==> config.mk <==
export PLATFORM = sky130hd
export DESIGN_NAME = pwm_capture
export DESIGN_NICKNAME = d
export VERILOG_FILES = /design/src/rtl/pwm_capture.sv
export SDC_FILE = /design/constraint.sdc
export NUM_CORES = 1
export LEC_CHECK = 0
export ABC_AREA = 1
export CAP_MARGIN = 20
export CORE_ASPECT_RATIO = 0.8
export CORE_UTILIZATION = 45
export DETAILED_ROUTE_END_ITERATION = 10
export DONT_BUFFER_PORTS = 1
export PLACE_DENSITY = 0.68
export SYNTH_ARGS = -nofsm -noshare
export SYNTH_HDL_FRONTEND = slang
export SYNTH_SLANG_ARGS = --single-unit
export TNS_END_PERCENT = 5
==> constraint.sdc <==
create_clock -name clk_i -period 2.2 [get_ports clk_i]
set_input_delay 0.33 -clock clk_i [delete_from_list [all_inputs] [get_ports clk_i]]
set_output_delay 0.33 -clock clk_i [all_outputs]
set_load 0.05 [all_outputs]
==> src/rtl/pwm_capture.sv <==
// PWM input capture: period and high time between rising edges of signal_i.
// Define PWM_CAPTURE_GLITCH_FILTER_EN to add a FILTER_LEN-sample glitch filter.
module pwm_capture #(
    parameter int CNT_WIDTH   = 16,
    parameter int SYNC_STAGES = 2,
    parameter int FILTER_LEN  = 4
) (
    input  logic                 clk_i,
    input  logic                 rst_i,
    input  logic                 cfg_en_i,
    input  logic                 cfg_clr_i,
    input  logic                 signal_i,
    output logic [CNT_WIDTH-1:0] period_o,
    output logic [CNT_WIDTH-1:0] high_o,
    output logic                 valid_o,
    input  logic                 ready_i,
    output logic                 ovr_o,
    output logic                 to_o,
    output logic                 busy_o
);

    localparam logic [CNT_WIDTH-1:0] ONE = CNT_WIDTH'(1);

    if (CNT_WIDTH < 4 || SYNC_STAGES < 2 || FILTER_LEN < 1) begin : g_bad_cfg
        $error("pwm_capture: parameter out of range");
    end

    typedef enum logic [1:0] {
        IDLE,
        ARM,
        MEASURE
    } state_t;

    state_t                 state_q, state_d;
    logic [SYNC_STAGES-1:0] sync_q;
    logic                   s_sync;
    logic                   s_lvl;
    logic                   s_prev;
    logic                   rise;
    logic [CNT_WIDTH-1:0]   cnt_q, cnt_d;
    logic [CNT_WIDTH-1:0]   hcnt_q, hcnt_d;
    logic                   new_res;
    logic                   to_set;
    logic                   ovr_set;

    always_ff @(posedge clk_i or posedge rst_i) begin
        if (rst_i) begin
            sync_q <= '0;
        end else begin
            sync_q <= {sync_q[SYNC_STAGES-2:0], signal_i};
        end
    end

    assign s_sync = sync_q[SYNC_STAGES-1];

`ifdef PWM_CAPTURE_GLITCH_FILTER_EN
    localparam int FW = $clog2(FILTER_LEN + 1);

    logic [FW-1:0] flt_cnt_q;
    logic          flt_q;

    // Counts consecutive samples that disagree with the filtered level.
    always_ff @(posedge clk_i or posedge rst_i) begin
        if (rst_i) begin
            flt_q     <= 1'b0;
            flt_cnt_q <= '0;
        end else if (s_sync == flt_q) begin
            flt_cnt_q <= '0;
        end else if (flt_cnt_q == FW'(FILTER_LEN - 1)) begin
            flt_q     <= s_sync;
            flt_cnt_q <= '0;
        end else begin
            flt_cnt_q <= flt_cnt_q + 1'b1;
        end
    end

    assign s_lvl = flt_q;
`else
    assign s_lvl = s_sync;
`endif

    always_ff @(posedge clk_i or posedge rst_i) begin
        if (rst_i) begin
            s_prev <= 1'b0;
        end else begin
            s_prev <= s_lvl;
        end
    end

    assign rise = s_lvl & ~s_prev;

    always_comb begin
        state_d = state_q;
        cnt_d   = cnt_q;
        hcnt_d  = hcnt_q;
        new_res = 1'b0;
        to_set  = 1'b0;
        if (!cfg_en_i) begin
            state_d = IDLE;
            cnt_d   = '0;
            hcnt_d  = '0;
        end else begin
            unique case (state_q)
                IDLE: begin
                    state_d = ARM;
                    cnt_d   = '0;
                    hcnt_d  = '0;
                end
                ARM: begin
                    if (rise) begin
                        state_d = MEASURE;
                        cnt_d   = ONE;
                        hcnt_d  = ONE;
                    end
                end
                MEASURE: begin
                    if (rise) begin
                        new_res = 1'b1;
                        cnt_d   = ONE;
                        hcnt_d  = ONE;
                    end else if (&cnt_q) begin
                        // Period too long to represent: abandon and re-arm.
                        to_set  = 1'b1;
                        state_d = ARM;
                        cnt_d   = '0;
                        hcnt_d  = '0;
                    end else begin
                        cnt_d = cnt_q + ONE;
                        if (s_lvl && !(&hcnt_q)) begin
                            hcnt_d = hcnt_q + ONE;
                        end
                    end
                end
                default: begin
                    state_d = IDLE;
                end
            endcase
        end
    end

    always_ff @(posedge clk_i or posedge rst_i) begin
        if (rst_i) begin
            state_q <= IDLE;
            cnt_q   <= '0;
            hcnt_q  <= '0;
        end else begin
            state_q <= state_d;
            cnt_q   <= cnt_d;
            hcnt_q  <= hcnt_d;
        end
    end

    assign ovr_set = new_res & valid_o & ~ready_i;

    always_ff @(posedge clk_i or posedge rst_i) begin
        if (rst_i) begin
            period_o <= '0;
            high_o   <= '0;
            valid_o  <= 1'b0;
        end else if (!cfg_en_i) begin
            valid_o <= 1'b0;
        end else if (new_res) begin
            if (!valid_o || ready_i) begin
                period_o <= cnt_q;
                high_o   <= hcnt_q;
                valid_o  <= 1'b1;
            end
        end else if (valid_o && ready_i) begin
            valid_o <= 1'b0;
        end
    end

    // A clear in the same cycle as a new event leaves the flag set.
    always_ff @(posedge clk_i or posedge rst_i) begin
        if (rst_i) begin
            ovr_o <= 1'b0;
            to_o  <= 1'b0;
        end else begin
            ovr_o <= (ovr_o & ~cfg_clr_i) | ovr_set;
            to_o  <= (to_o & ~cfg_clr_i) | to_set;
        end
    end

    assign busy_o = (state_q == MEASURE);

endmodule

# After elaboration in Yosys (flattened, before gate mapping)
# Index checks and enable logic that the tools add are counted.
dict set report totals {
  wordCells 70
  regBits 72
  output_inout_bits 36
  in_bits 6
}
dict set report classes {
  n_eq_ne 9
  add_sub_neg 2
  mux 26
  n_reduce_logical 13
  n_bitwise 10
}
# op count
set op_table {}
lappend op_table {{two-way mux 16 bit} 8}
lappend op_table {{one-hot mux 16 bit (3 select lines)} 2}
lappend op_table {{adder 16 x 1 -> 16 bit (second input constant)} 2}
lappend op_table {{AND reduction 16 bit} 2}
lappend op_table {{two-way mux 1 bit} 11}
lappend op_table {{AND reduction 3 bit} 3}
lappend op_table {{two-way mux 2 bit} 4}
lappend op_table {{!= test 3 x 2 -> 1 bit (second input constant)} 2}
lappend op_table {{!= test 3 bit (second input constant)} 2}
lappend op_table {{one-hot mux 2 bit (3 select lines)} 1}
lappend op_table {{AND 1 bit} 5}
lappend op_table {{!= test 5 x 2 -> 1 bit (second input constant)} 1}
lappend op_table {{!= test 4 x 1 -> 1 bit (second input constant)} 1}
lappend op_table {{AND reduction 2 bit} 2}
lappend op_table {{!= test 3 x 1 -> 1 bit (second input constant)} 1}
lappend op_table {{NOT 1 bit} 3}
lappend op_table {{== test 2 x 1 -> 1 bit (second input constant)} 1}
lappend op_table {{== test 2 bit (second input constant)} 1}
lappend op_table {{logical AND 1 bit} 2}
lappend op_table {{zero test 1 bit} 2}
lappend op_table {{zero test 2 bit} 1}
lappend op_table {{bitwise OR 1 bit} 2}
lappend op_table {{logical OR 1 bit} 1}

# Logic depth before layout (Yosys ltp)
# Gate-level depths: netlist (run 1).
dict set report logic_depth {
  word_depth 8
  mapped_depth 12
  ltp_nobuf 12
}

# Worst setup path before layout (run 1)
# Ideal clock, no wire load.
dict set report synth_path {
  path_kind {reg2reg}
  start {register state_q[0]}
  end {register high_o[0]}
  setup_time_ps 130
  arrival_time_ps 1923
  path_stages_with_launch 10
  setup_slack_ps 147
  path_cell_list {dfrtp_1 -> inv_1 -> ha_1 -> nand2_1 -> nor2_1 -> nand2_1 -> buf_2 -> clkbuf_1 -> nand2_1 -> o21ai_0}
}
dict set report synth_between {
  elab_chain_cells 4
}
# item line
set synth_rtl {}
lappend synth_rtl {{start, declared} 34} ;# state_t state_q, state_d;
lappend synth_rtl {{start signal, assigned} 147} ;# state_q <= state_d;
lappend synth_rtl {{== test 2 bit} n/a}
lappend synth_rtl {{named net busy_o} 19} ;# output logic busy_o
lappend synth_rtl {{two-way mux 1 bit} 103} ;# unique case (state_q)
lappend synth_rtl {{two-way mux 1 bit} 98} ;# if (!cfg_en_i) begin
lappend synth_rtl {{AND reduction 3 bit (no source line)} n/a}
lappend synth_rtl {{end signal, assigned} 165} ;# high_o <= hcnt_q;
lappend synth_rtl {{end, declared} 14} ;# output logic [CNT_WIDTH-1:0] high_o,
# The timed path passes the listed nets, and every way through them passes these cells.
# A chain may end at the register's enable or synchronous reset.

# Worst setup path after layout (run 1)
dict set report layout_path {
  start {register state_q[0]}
  end {register hcnt_q[13]}
}
dict set report layout_between {
  elab_chain_cells 3
  word_cells_on_any_way 9
  classes_between {eq/ne: 5; mux: 2; reduce/logical: 2}
}
# item line
set layout_rtl {}
lappend layout_rtl {{== test 2 bit (tied with other cells)} 103}
lappend layout_rtl {{!= test 5 x 2 -> 1 bit (no source line) (tied with other cells)} n/a}
lappend layout_rtl {{AND reduction 3 bit (no source line) / two-way mux 16 bit (equally long branches)} n/a}
lappend layout_rtl {{end signal, assigned} 149} ;# hcnt_q <= hcnt_d;
lappend layout_rtl {{end, declared} 41} ;# logic [CNT_WIDTH-1:0] hcnt_q, hcnt_d;
# Parallel ways exist; a longest one is shown, timed or not.

==> results of run 1 <==
[metrics by stage]
step,instances,hold slack [ps],worst slack (ps)
2_1_floorplan,436,331,45.1
3_3_place_gp,536,321,261
3_5_place_dp,536,319,171
4_1_cts,554,58.1,158
5_1_grt,554,57.4,49.5
6_report,554,71.5,207
[where the power goes]
part / total, W / switching (W) / internal [W]
sequential: 0.00146 / 0.0000877 / 0.00137
clock: 0.00105 / 0.000525 / 0.000527
combinational: 0.000728 / 0.000538 / 0.000190
[Yosys cell counts, types with 2 or more instances]
cell / n / area [sq um]
nand2_1: 100 / 375
dfrtp_1: 72 / 1800
inv_1: 59 / 221
o21ai_0: 44 / 220
nor2_1: 39 / 146
nand3_1: 26 / 130
a21oi_1: 16 / 80.1
nand4_1: 15 / 93.8
nand2_2: 7 / 43.8
nor3_1: 7 / 35.0
ha_1: 6 / 75.1
clkbuf_1: 5 / 18.8
mux2_2: 5 / 56.3
nor2_2: 4 / 25.0
buf_2: 3 / 15.0
inv_2: 3 / 11.3
nor2_4: 3 / 33.8
nor3_2: 3 / 30.0
o21bai_2: 3 / 33.8
buf_6: 2 / 22.5
nand2_4: 2 / 22.5
nand3b_1: 2 / 15.0
o22ai_1: 2 / 12.5
xor2_1: 2 / 17.5
[registers in the layout, indices dropped and copies added (netlist names)]
| register | count |
|---|---|
| to_o | 1 |
| cnt_q | 16 |
| sync_q | 2 |
| state_q | 2 |
| hcnt_q | 16 |
| period_o | 16 |
| s_prev | 1 |
| ovr_o | 1 |
| valid_o | 1 |
| high_o | 16 |
[layer usage]
metal / vias to the layer above / wire, um
met4: 0 / 127
met2: 123 / 3130
met5: - / 0
li1: 1423 / -
met3: 10 / 712
met1: 1339 / 4290
[area by class of cell]
class,instances,share of cell area [%]
Clock buffer,10,3.25
Tap cell,105,3.34
Clock inverter,6,1.72
Inverter,62,5.92
Multi-Input combinational cell,291,37.9
Sequential cell,72,45.9
Timing Repair Buffer,8,1.97
[cells by family (layout without fill, tap and decap cells)]
kind of cell / count (synthesis) / in the layout / synth area share, %
simple gates: 209 / 209 / 26.8
fa+ha+maj: 6 / 6 / 2.10
xor+xnor: 2 / 2 / 0.489
compound gates: 69 / 69 / 10.5
mux: 5 / 5 / 1.57
buf+inv: 73 / 86 / 8.28
flops: 72 / 72 / 50.3
[how the worst min path moves through the flow]
stage,endpoint,slack [ps],cells past startpoint
5_1_grt,ovr_o,60,1
3_3_place_gp,period_o[2],320,1
6_report,ovr_o,70,1
2_1_floorplan,sync_q[1],330,0
4_1_cts,ovr_o,60,1
3_5_place_dp,period_o[2],320,1
[layout by cell type, fill, tap and decap left out, drive strengths merged]
cell | netlist | routed
inv | 62 | 63
clkbuf | 5 | 10
o22ai | 2 | 2
clkinv | 0 | 2
clkinvlp | 0 | 2
nand3 | 26 | 26
nand3b | 2 | 2
xor2 | 2 | 2
o211ai | 1 | 1
nand2 | 109 | 109
dlygate4sd3 | 0 | 2
dfrtp | 72 | 72
ha | 6 | 6
mux2 | 5 | 5
buf | 6 | 6
o21bai | 4 | 4
o21ai | 46 | 46
nor2 | 46 | 46
nand4 | 15 | 15
nor3b | 1 | 1
a21oi | 16 | 16
bufinv | 0 | 1
nor3 | 10 | 10
[repair_timing]
| action | 4_1_cts | 5_1_grt |
|---|---|---|
| endpoints found under the hold margin | 27 | 0 |
| buffers inserted | 0 | 0 |
| hold buffers | 2 | 0 |
| gates resized for setup | 0 | 2 |
| endpoints found under the setup margin | 0 | 9 |
[critical path: stages, from the launching register on]
cell and delay (ps):
dfrtp_1 400, inv_1 120, ha_2 260, nor2_1 80
nand3_1 80, nand2_2 120, inv_2 230, nand2_4 170
inv_2 170, nand2_2 110, nand2_1 90, nor2_1 40
==> reports/qor.yml, run 1 <==
status:
  status: "finished, final reports clean"
layout:
  seqCellArea_sq_um: 1800
  syn_to_final_growth_pct: 9.71
  final_cell_area_sq_um: 3930
  nFillCells: 698
  multi_input_area_sq_um: 1490
  drive_gt1_share_pct: 12.5
  final_util_pct: 52.2
  antenna_cells: 0
  fin_nets: 456
routing:
  routedWlPerCell_um: 14.9
  ant_nets: 0
  drt_pass1_iterations: 6
  vias: 2895
  routed_wl_um: 8260
  drcViolationCount: 0
  drtIter0Drc: 314
  vias_per_cell: 5.23
clocking:
  path_clk_slew_ps: 70
  clockBufferDepth: 2
  worstSkewPairLatency_ps: 360
  htreeDepth: 3
  tritoncts: "built"
  cts_buffers: 9
  cts_root_buf: "clkbuf_8"
  cts_sinks: 72
sta:
  fmax_mhz: 502
  fin_tns_setup_ps: 0
  worst_slew_pin_slew_ps: 592
  rsz0062_at_grt: "false"
  fin_skew_ps: 10.0
  timing.final.crit_share_pct: 90.6
  setup_viol: 0
  finalCriticalPeriod_ps: 1990
  slew_viol_final: 0
  slew_headroom_pct: 60.5
  finalHoldViolations: 0
die:
  rows: 28
  ios: 42
  core_sq_um: 7530
  die-area_sq_um: 8320
  die-height_um: 81.8
  die_w_um: 102
  start_util_pct: 47.5
worst_setup_path:
  worstPathRequired_ps: 2450
  endpoint: "hcnt_q[13]"
  crit_path_max_fanout: 13
  startpoint: "state_q[0]"
  worst-setup-path-type: "flip-flop to flip-flop"
  critPathArrivalTime_ps: 2240
  crit_path_start_kind: "flip-flop"
  timing.rr.end: "hcnt_q[13]"
  endpoint_kind: "flip-flop"
  worstRegToRegCells: 11
  timing.reg2reg.setup_slack_ps: 210
  rr_startpoint: "state_q[0]"
place:
  io_buffer_count: 0
  gp_congestion: 0.885
  hpwl_um: 5950
  placed_area_sq_um: 3710
worst_hold_path:
  min_from: "cfg_clr_i"
  worstHoldPathType: "input port to flip-flop"
yosys:
  ys_seq_elements: 72
  yosysWarnings: 0
  synthArstFlopShare_pct: 100
  netlist_area_sq_um: 3580
  syn_avg_cell_area_sq_um: 8.21
  ys.flop_type: "dfrtp_1"
  synth_nets: 448
  synth-edff-count: 0
  synthCells: 436
  ys_types: 30
  seq_area_frac_synth_pct: 50.3
global_routing:
  antenna_found_initial: 0
  use_met1_pct: 34.1
  grt_use_total_pct: 22.4
  grt_max_degree: 60
  grt_pass1_vias: 2651
  met3_usage_pct: 6.81
  use_met2_pct: 29.1
  grt_busiest_layer: "met1"
  overflow: 0
  grt_pass1_wl_um: 13700
power:
  leakage_nw: 1.76
  p_total_w: 0.00324
  ir_drop_mv: 0.393
  power_density_nw_per_um2: 824
job:
  maxCapViolations: 0
No activity file was read; power rests on OpenSTA's default activity.
==> run 2: changes to the inputs <==
--- a/config.mk
+++ b/config.mk
@@ -7,11 +7,11 @@
 export LEC_CHECK = 0
 export ABC_AREA = 1
 export CAP_MARGIN = 20
-export CORE_ASPECT_RATIO = 0.8
+export CORE_ASPECT_RATIO = 0.6
 export CORE_UTILIZATION = 45
 export DETAILED_ROUTE_END_ITERATION = 10
 export DONT_BUFFER_PORTS = 1
-export PLACE_DENSITY = 0.68
+export PLACE_DENSITY_LB_ADDON = 0.2
 export SYNTH_ARGS = -nofsm -noshare
 export SYNTH_HDL_FRONTEND = slang
 export SYNTH_SLANG_ARGS = --single-unit
==> run 2 against run 1 <==
  * Register-to-register slack got worse by 30 ps
  * Maximum frequency decreased by 1.3%
  * Hold slack got worse by 47 ps
  * Largest power group is now the clock network
  * Critical path depth decreased by 1
  * Routed wire length increased by 0.17%
  * Utilization increased by 2.1 points
  * Largest cell class unchanged
  * Sequential power about the same
  * Flip-flop and latch count unchanged
  * Sequential share of layout area decreased by 1.5 points
==> reports/qor.yml, run 2 (synthesized netlist as in run 1, its figures left out) <==
global_routing:
  antenna_found_initial: 0
  grt_max_degree: 45
  overflow: 0
  grt_use_total_pct: 22.4
  grt_pass1_wl_um: 13800
  grt_pass1_vias: 2715
sta:
  rsz0062_at_grt: "false"
  setup_viol: 0
  finalCriticalPeriod_ps: 2020
  slew_headroom_pct: 60.3
  fin_skew_ps: 7.02
  fin_tns_setup_ps: 0
  slew_viol_final: 0
  timing.final.crit_share_pct: 91.8
  worst_slew_pin_slew_ps: 595
  fmax_mhz: 495
  finalHoldViolations: 0
routing:
  vias: 2907
  routedWlPerCell_um: 14.9
  ant_nets: 0
  vias_per_cell: 5.25
  drcViolationCount: 0
  drtIter0Drc: 336
  routed_wl_um: 8280
  drt_pass1_iterations: 5
worst_setup_path:
  endpoint_kind: "flip-flop"
  critPathArrivalTime_ps: 2280
  rr_startpoint: "state_q[0]"
  crit_path_max_fanout: 11
  worstPathRequired_ps: 2460
  crit_chain: "inv_1, ha_2, nor2_1, nand3_1, nand2_2, inv_2, nand2_1, nor2_1, nand3_1, a21oi_1"
  cpPeakStageDelay_ps: 400
  startpoint: "state_q[0]"
  worst-setup-path-type: "flip-flop to flip-flop"
  crit_path_start_kind: "flip-flop"
  cp_slowest_cell: "dfrtp_1"
  cp_top_family: "simple AND/OR/NAND/NOR gates"
  crit_buf_inv: 2
place:
  hpwl_um: 6110
  gp_congestion: 0.897
  place_inst: 537
  io_buffer_count: 0
layout:
  drive_gt1_share_pct: 12.7
  syn_to_final_growth_pct: 13.3
  antenna_cells: 0
  fin_nets: 457
  final_cell_mix: "nand2_1 (99), dfrtp_1 (72), inv_1 (58), o21ai_0 (44), nor2_1 (39)"
  layout_commonest_cell: "nand2_1"
  finalNonFillerCells: 554
job:
  maxCapViolations: 0
clocking:
  cts_sinks: 72
  cts_buffers: 9
  worstSkewPairLatency_ps: 340
  htreeDepth: 3
  tritoncts: "built"
  clockBufferDepth: 2
  path_clk_slew_ps: 60
  cts_root_buf: "clkbuf_16"
worst_hold_path:
  min_from: "signal_i"
  worstHoldPathType: "input port to flip-flop"
die:
  rows: 24
  die-height_um: 71.1
  die_w_um: 117
  start_util_pct: 47.9
  core_sq_um: 7480
  ios: 42
  die-area_sq_um: 8330
power:
  power_density_nw_per_um2: 934
  ir_drop_mv: 0.427
  p_total_w: 0.00379
  leakage_nw: 1.82
status:
  status: "finished, final reports clean"
==> run 2: changes by cell type in the layout (fill, tap and decap cells not counted), sizes merged <==
cell,before,now
buf,6,8
bufinv,1,2
clkinv,2,3
clkinvlp,2,1
dlygate4sd3,2,1
inv,63,62
==> run 2: stage by stage <==
step	hold WS, ps	util [%]	area, sq um	setup slack [ps]
CTS	12.7	54.2	4060	154
floorplan	331	-	3580	45.1
global route	6.51	54.3	4060	30.6
global placement	319	49.8	3720	227
finish	24.0	54.3	4060	179
detailed placement	318	49.8	3720	153
==> run 2: worst paths after layout <==
check | end | cells after the start | slack, ps
max in group asynchronous | hcnt_q[15] | 3 | 1030
worst max register to register | cnt_q[14] | 10 | 180
worst min-delay path | sync_q[0] | 0 | 20
worst max-delay path | cnt_q[14] | 10 | 180
worst min register to register | sync_q[1] | 0 | 350
min in group asynchronous | period_o[0] | 2 | 520
==> run 2: area by class of cell <==
cell class | instances | area, sq um
fillers | 686 | 3420
flip-flops and latches | 72 | 1800
multi-input cells | 291 | 1490
inverters | 62 | 233
clock buffers | 10 | 229
well taps | 104 | 130
clock inverters | 6 | 93.8
repair buffers | 9 | 82.6
==> run 2: routing by layer <==
layer	vias up	routed length [um]	track usage (%)
met5	-	0	0
met4	0	94	7.17
met3	10	738	7.97
met2	120	2970	26.9
met1	1353	4480	35.9
li1	1424	-	-
==> run 2: worst reg2reg max path: cells and delay by family (launching register included) <==
kind                       cells  cell delay, ps
and+or+nand+nor                6             790
DFF                            1             400
buffers and inverters          2             330
adders and majority gates      1             270
AOI/OAI and AO/OA              1             160
==> run 2: timing repair <==
item | in CTS | in global routing
hold buffers | 1 | 0
endpoints found under the hold margin | 28 | 0
resized for setup | 0 | 1
setup buffers | 0 | 0
endpoints found under the setup margin | 0 | 4
==> run 2: report_power, final <==
group	switching [W]	total [W]	internal [W]
Clock	0.000574	0.00157	0.000998
Sequential	0.0000852	0.00146	0.00137
Combinational	0.000557	0.000760	0.000203
==> run 3: changes to the inputs <==
--- a/config.mk
+++ b/config.mk
@@ -7,11 +7,13 @@
 export LEC_CHECK = 0
 export ABC_AREA = 1
 export CAP_MARGIN = 20
-export CORE_ASPECT_RATIO = 0.6
+export CORE_ASPECT_RATIO = 2
 export CORE_UTILIZATION = 45
 export DETAILED_ROUTE_END_ITERATION = 10
 export DONT_BUFFER_PORTS = 1
+export GPL_TIMING_DRIVEN = 0
 export PLACE_DENSITY_LB_ADDON = 0.2
+export SLEW_MARGIN = 5
 export SYNTH_ARGS = -nofsm -noshare
 export SYNTH_HDL_FRONTEND = slang
 export SYNTH_SLANG_ARGS = --single-unit
==> run 3 against run 2 <==
  * Clock power shrank 10%
  * Sequential share of layout area rose by 0.18 points
  * Maximum frequency down 0.16%
  * Count of clock-buffer cells in the layout is 2 higher
  * Combinational power grew 6.1%
  * Largest cell class unchanged
  * Largest power group is now sequential cells
  * Sequential power about the same
  * Non-clock buffer count is 4 higher
  * Die area is 0.11% higher
  * Critical endpoint is now cnt_q[10]
  * Hold slack lost 0.78 ps
  * Worst setup slack worse by 3.2 ps
==> reports/qor.yml, run 3 (synthesized netlist as in run 1, its figures left out) <==
status:
  status: "finished, final reports clean"
clocking:
  cts_root_buf: "clkbuf_16"
  cts_setup_buffers: 0
  worstSkewPairLatency_ps: 340
  htreeDepth: 3
  cts_sinks: 72
  clockBufferDepth: 2
  cts_buffers: 9
  tritoncts: "built"
  path_clk_slew_ps: 50
routing:
  routedWlPerCell_um: 16.4
  vias_per_cell: 5.29
  vias: 2898
  drtIter0Drc: 146
  drt_pass1_iterations: 4
  drcViolationCount: 0
  ant_nets: 0
  routed_wl_um: 9000
global_routing:
  overflow: 0
  grt_max_degree: 43
  antenna_found_initial: 0
  grt_pass1_wl_um: 14700
  grt_use_total_pct: 24.3
  grt_pass1_vias: 2894
place:
  io_buffer_count: 0
  pre_cts_ws_ps: -347
  hpwl_um: 6690
  place_inst: 531
  gp_congestion: 0.913
power:
  clkPwrFrac_pct: 38.2
  power_density_nw_per_um2: 910
  p_sw_share_pct: 33.1
  ir_drop_mv: 0.582
  intPower_w: 0.00246
  pwr-share-comb_pct: 21.9
  switchingPower_w: 0.00122
  leakage_nw: 1.81
  p_seq_share_pct: 39.9
  p_total_w: 0.00368
die:
  rows: 45
  ios: 42
  die-area_sq_um: 8340
  die-height_um: 128
  core_sq_um: 7660
  start_util_pct: 46.8
  die_w_um: 65.1
layout:
  final_cell_mix: "nand2_1 (100), dfrtp_1 (72), inv_1 (58), o21ai_0 (44), nor2_1 (38)"
  layout_commonest_cell: "nand2_1"
  fin_nets: 461
  finalNonFillerCells: 548
  antenna_cells: 0
  syn_to_final_growth_pct: 12.9
  drive_gt1_share_pct: 12.3
worst_setup_path:
  worstPathRequired_ps: 2460
  critPathArrivalTime_ps: 2280
  crit_chain: "inv_1, ha_4, nor2_1, nand3_1, nand2_2, inv_2, nand2_1, nor2_2, nand3_1, a21oi_1"
  worst-setup-path-type: "flip-flop to flip-flop"
  crit_path_max_fanout: 7
  crit_buf_inv: 2
  crit_top_cell: "nand3_1"
  cp_slowest_cell: "dfrtp_1"
  endpoint_kind: "flip-flop"
  crit_path_start_kind: "flip-flop"
  cpPeakStageDelay_ps: 400
  cp_top_family: "simple AND/OR/NAND/NOR gates"
job:
  maxCapViolations: 0
sta:
  fmax_mhz: 494
  setup_viol: 0
  finalHoldViolations: 0
  rsz0062_at_grt: "true"
  slew_headroom_pct: 64.0
  worst_slew_pin_slew_ps: 540
  timing.final.crit_share_pct: 92.0
  finalCriticalPeriod_ps: 2020
  fin_ws_ps: 176
  slew_viol_final: 0
  fin_tns_setup_ps: 0
  fin_skew_ps: 9.65
worst_hold_path:
  worstHoldPathType: "input port to flip-flop"
-- run 3: changes by cell type in the layout (fill, tap and decap cells not counted), sizes merged --
cell	previous run	this run
buf	8	7
bufinv	2	1
clkbuf	10	17
clkinvlp	1	0
-- run 3: through the flow --
step	util (%)	hold slack [ps]	area, sq um
floorplan	-	331	3580
global placement	48.3	332	3700
detailed placement	48.6	225	3720
CTS	52.6	9.73	4030
global route	52.8	4.08	4040
finish	52.8	23.3	4040
-- run 3: area by class of cell --
class                      count  area (sq um)
inverter                      62           235
clock buffer                  12           236
timing repair buffer           2          30.0
clock inverter                 4          45.0
sequential                    72          1800
tap                           94           118
multi-input combinational    291          1510
buffer                        11          67.6
fill                         770          3620
-- run 3: worst paths after layout --
kind / from / end / slack (ps) / depth (start not counted)
worst min-delay path: signal_i / sync_q[0] / 20 / 0
worst max register to register: state_q[0] / cnt_q[10] / 180 / 10
worst max-delay path: state_q[0] / cnt_q[10] / 180 / 10
worst min register to register: sync_q[0] / sync_q[1] / 350 / 0
max in group asynchronous: rst_i / cnt_q[2] / 1170 / 3
min in group asynchronous: rst_i / high_o[3] / 470 / 2
-- run 3: metal layers --
metal / part of all wire, % / routed length, um / vias up / track usage, %
met2: 56 / 5070 / 49 / 43.4
met5: 0 / 0 / - / 0
met1: 37 / 3300 / 1398 / 25.1
met4: 3.9 / 354 / 0 / 13.3
met3: 3.1 / 275 / 23 / 6.32
li1: - / - / 1428 / -
-- run 3: repair_timing --
item	CTS	global route
pin swaps	0	0
gates resized for setup	2	7
hold buffers	1	0
hold endpoints to repair	30	0
setup endpoints to repair	61	20
-- run 3: power by group through the flow --
stage	Clock (W)	Combinational, W	Sequential, W
after global placement	0	0.000757	0.00148
after CTS	0.00144	0.000796	0.00147
after floorplan	0	0.000559	0.00147
final	0.00141	0.000806	0.00147
after global routing	0.00150	0.000902	0.00147
after detailed placement	0	0.000774	0.00149
-- run 3: worst reg2reg max path: cells and delay by family, from the launching register on --
family                   cells  cell delay [ps]
flip-flops                   1              400
adder cells (fa/ha/maj)      1              300
AO/OA/AOI/OAI                1              160
AND/OR/NAND/NOR              6              750
buffers and inverters        2              320
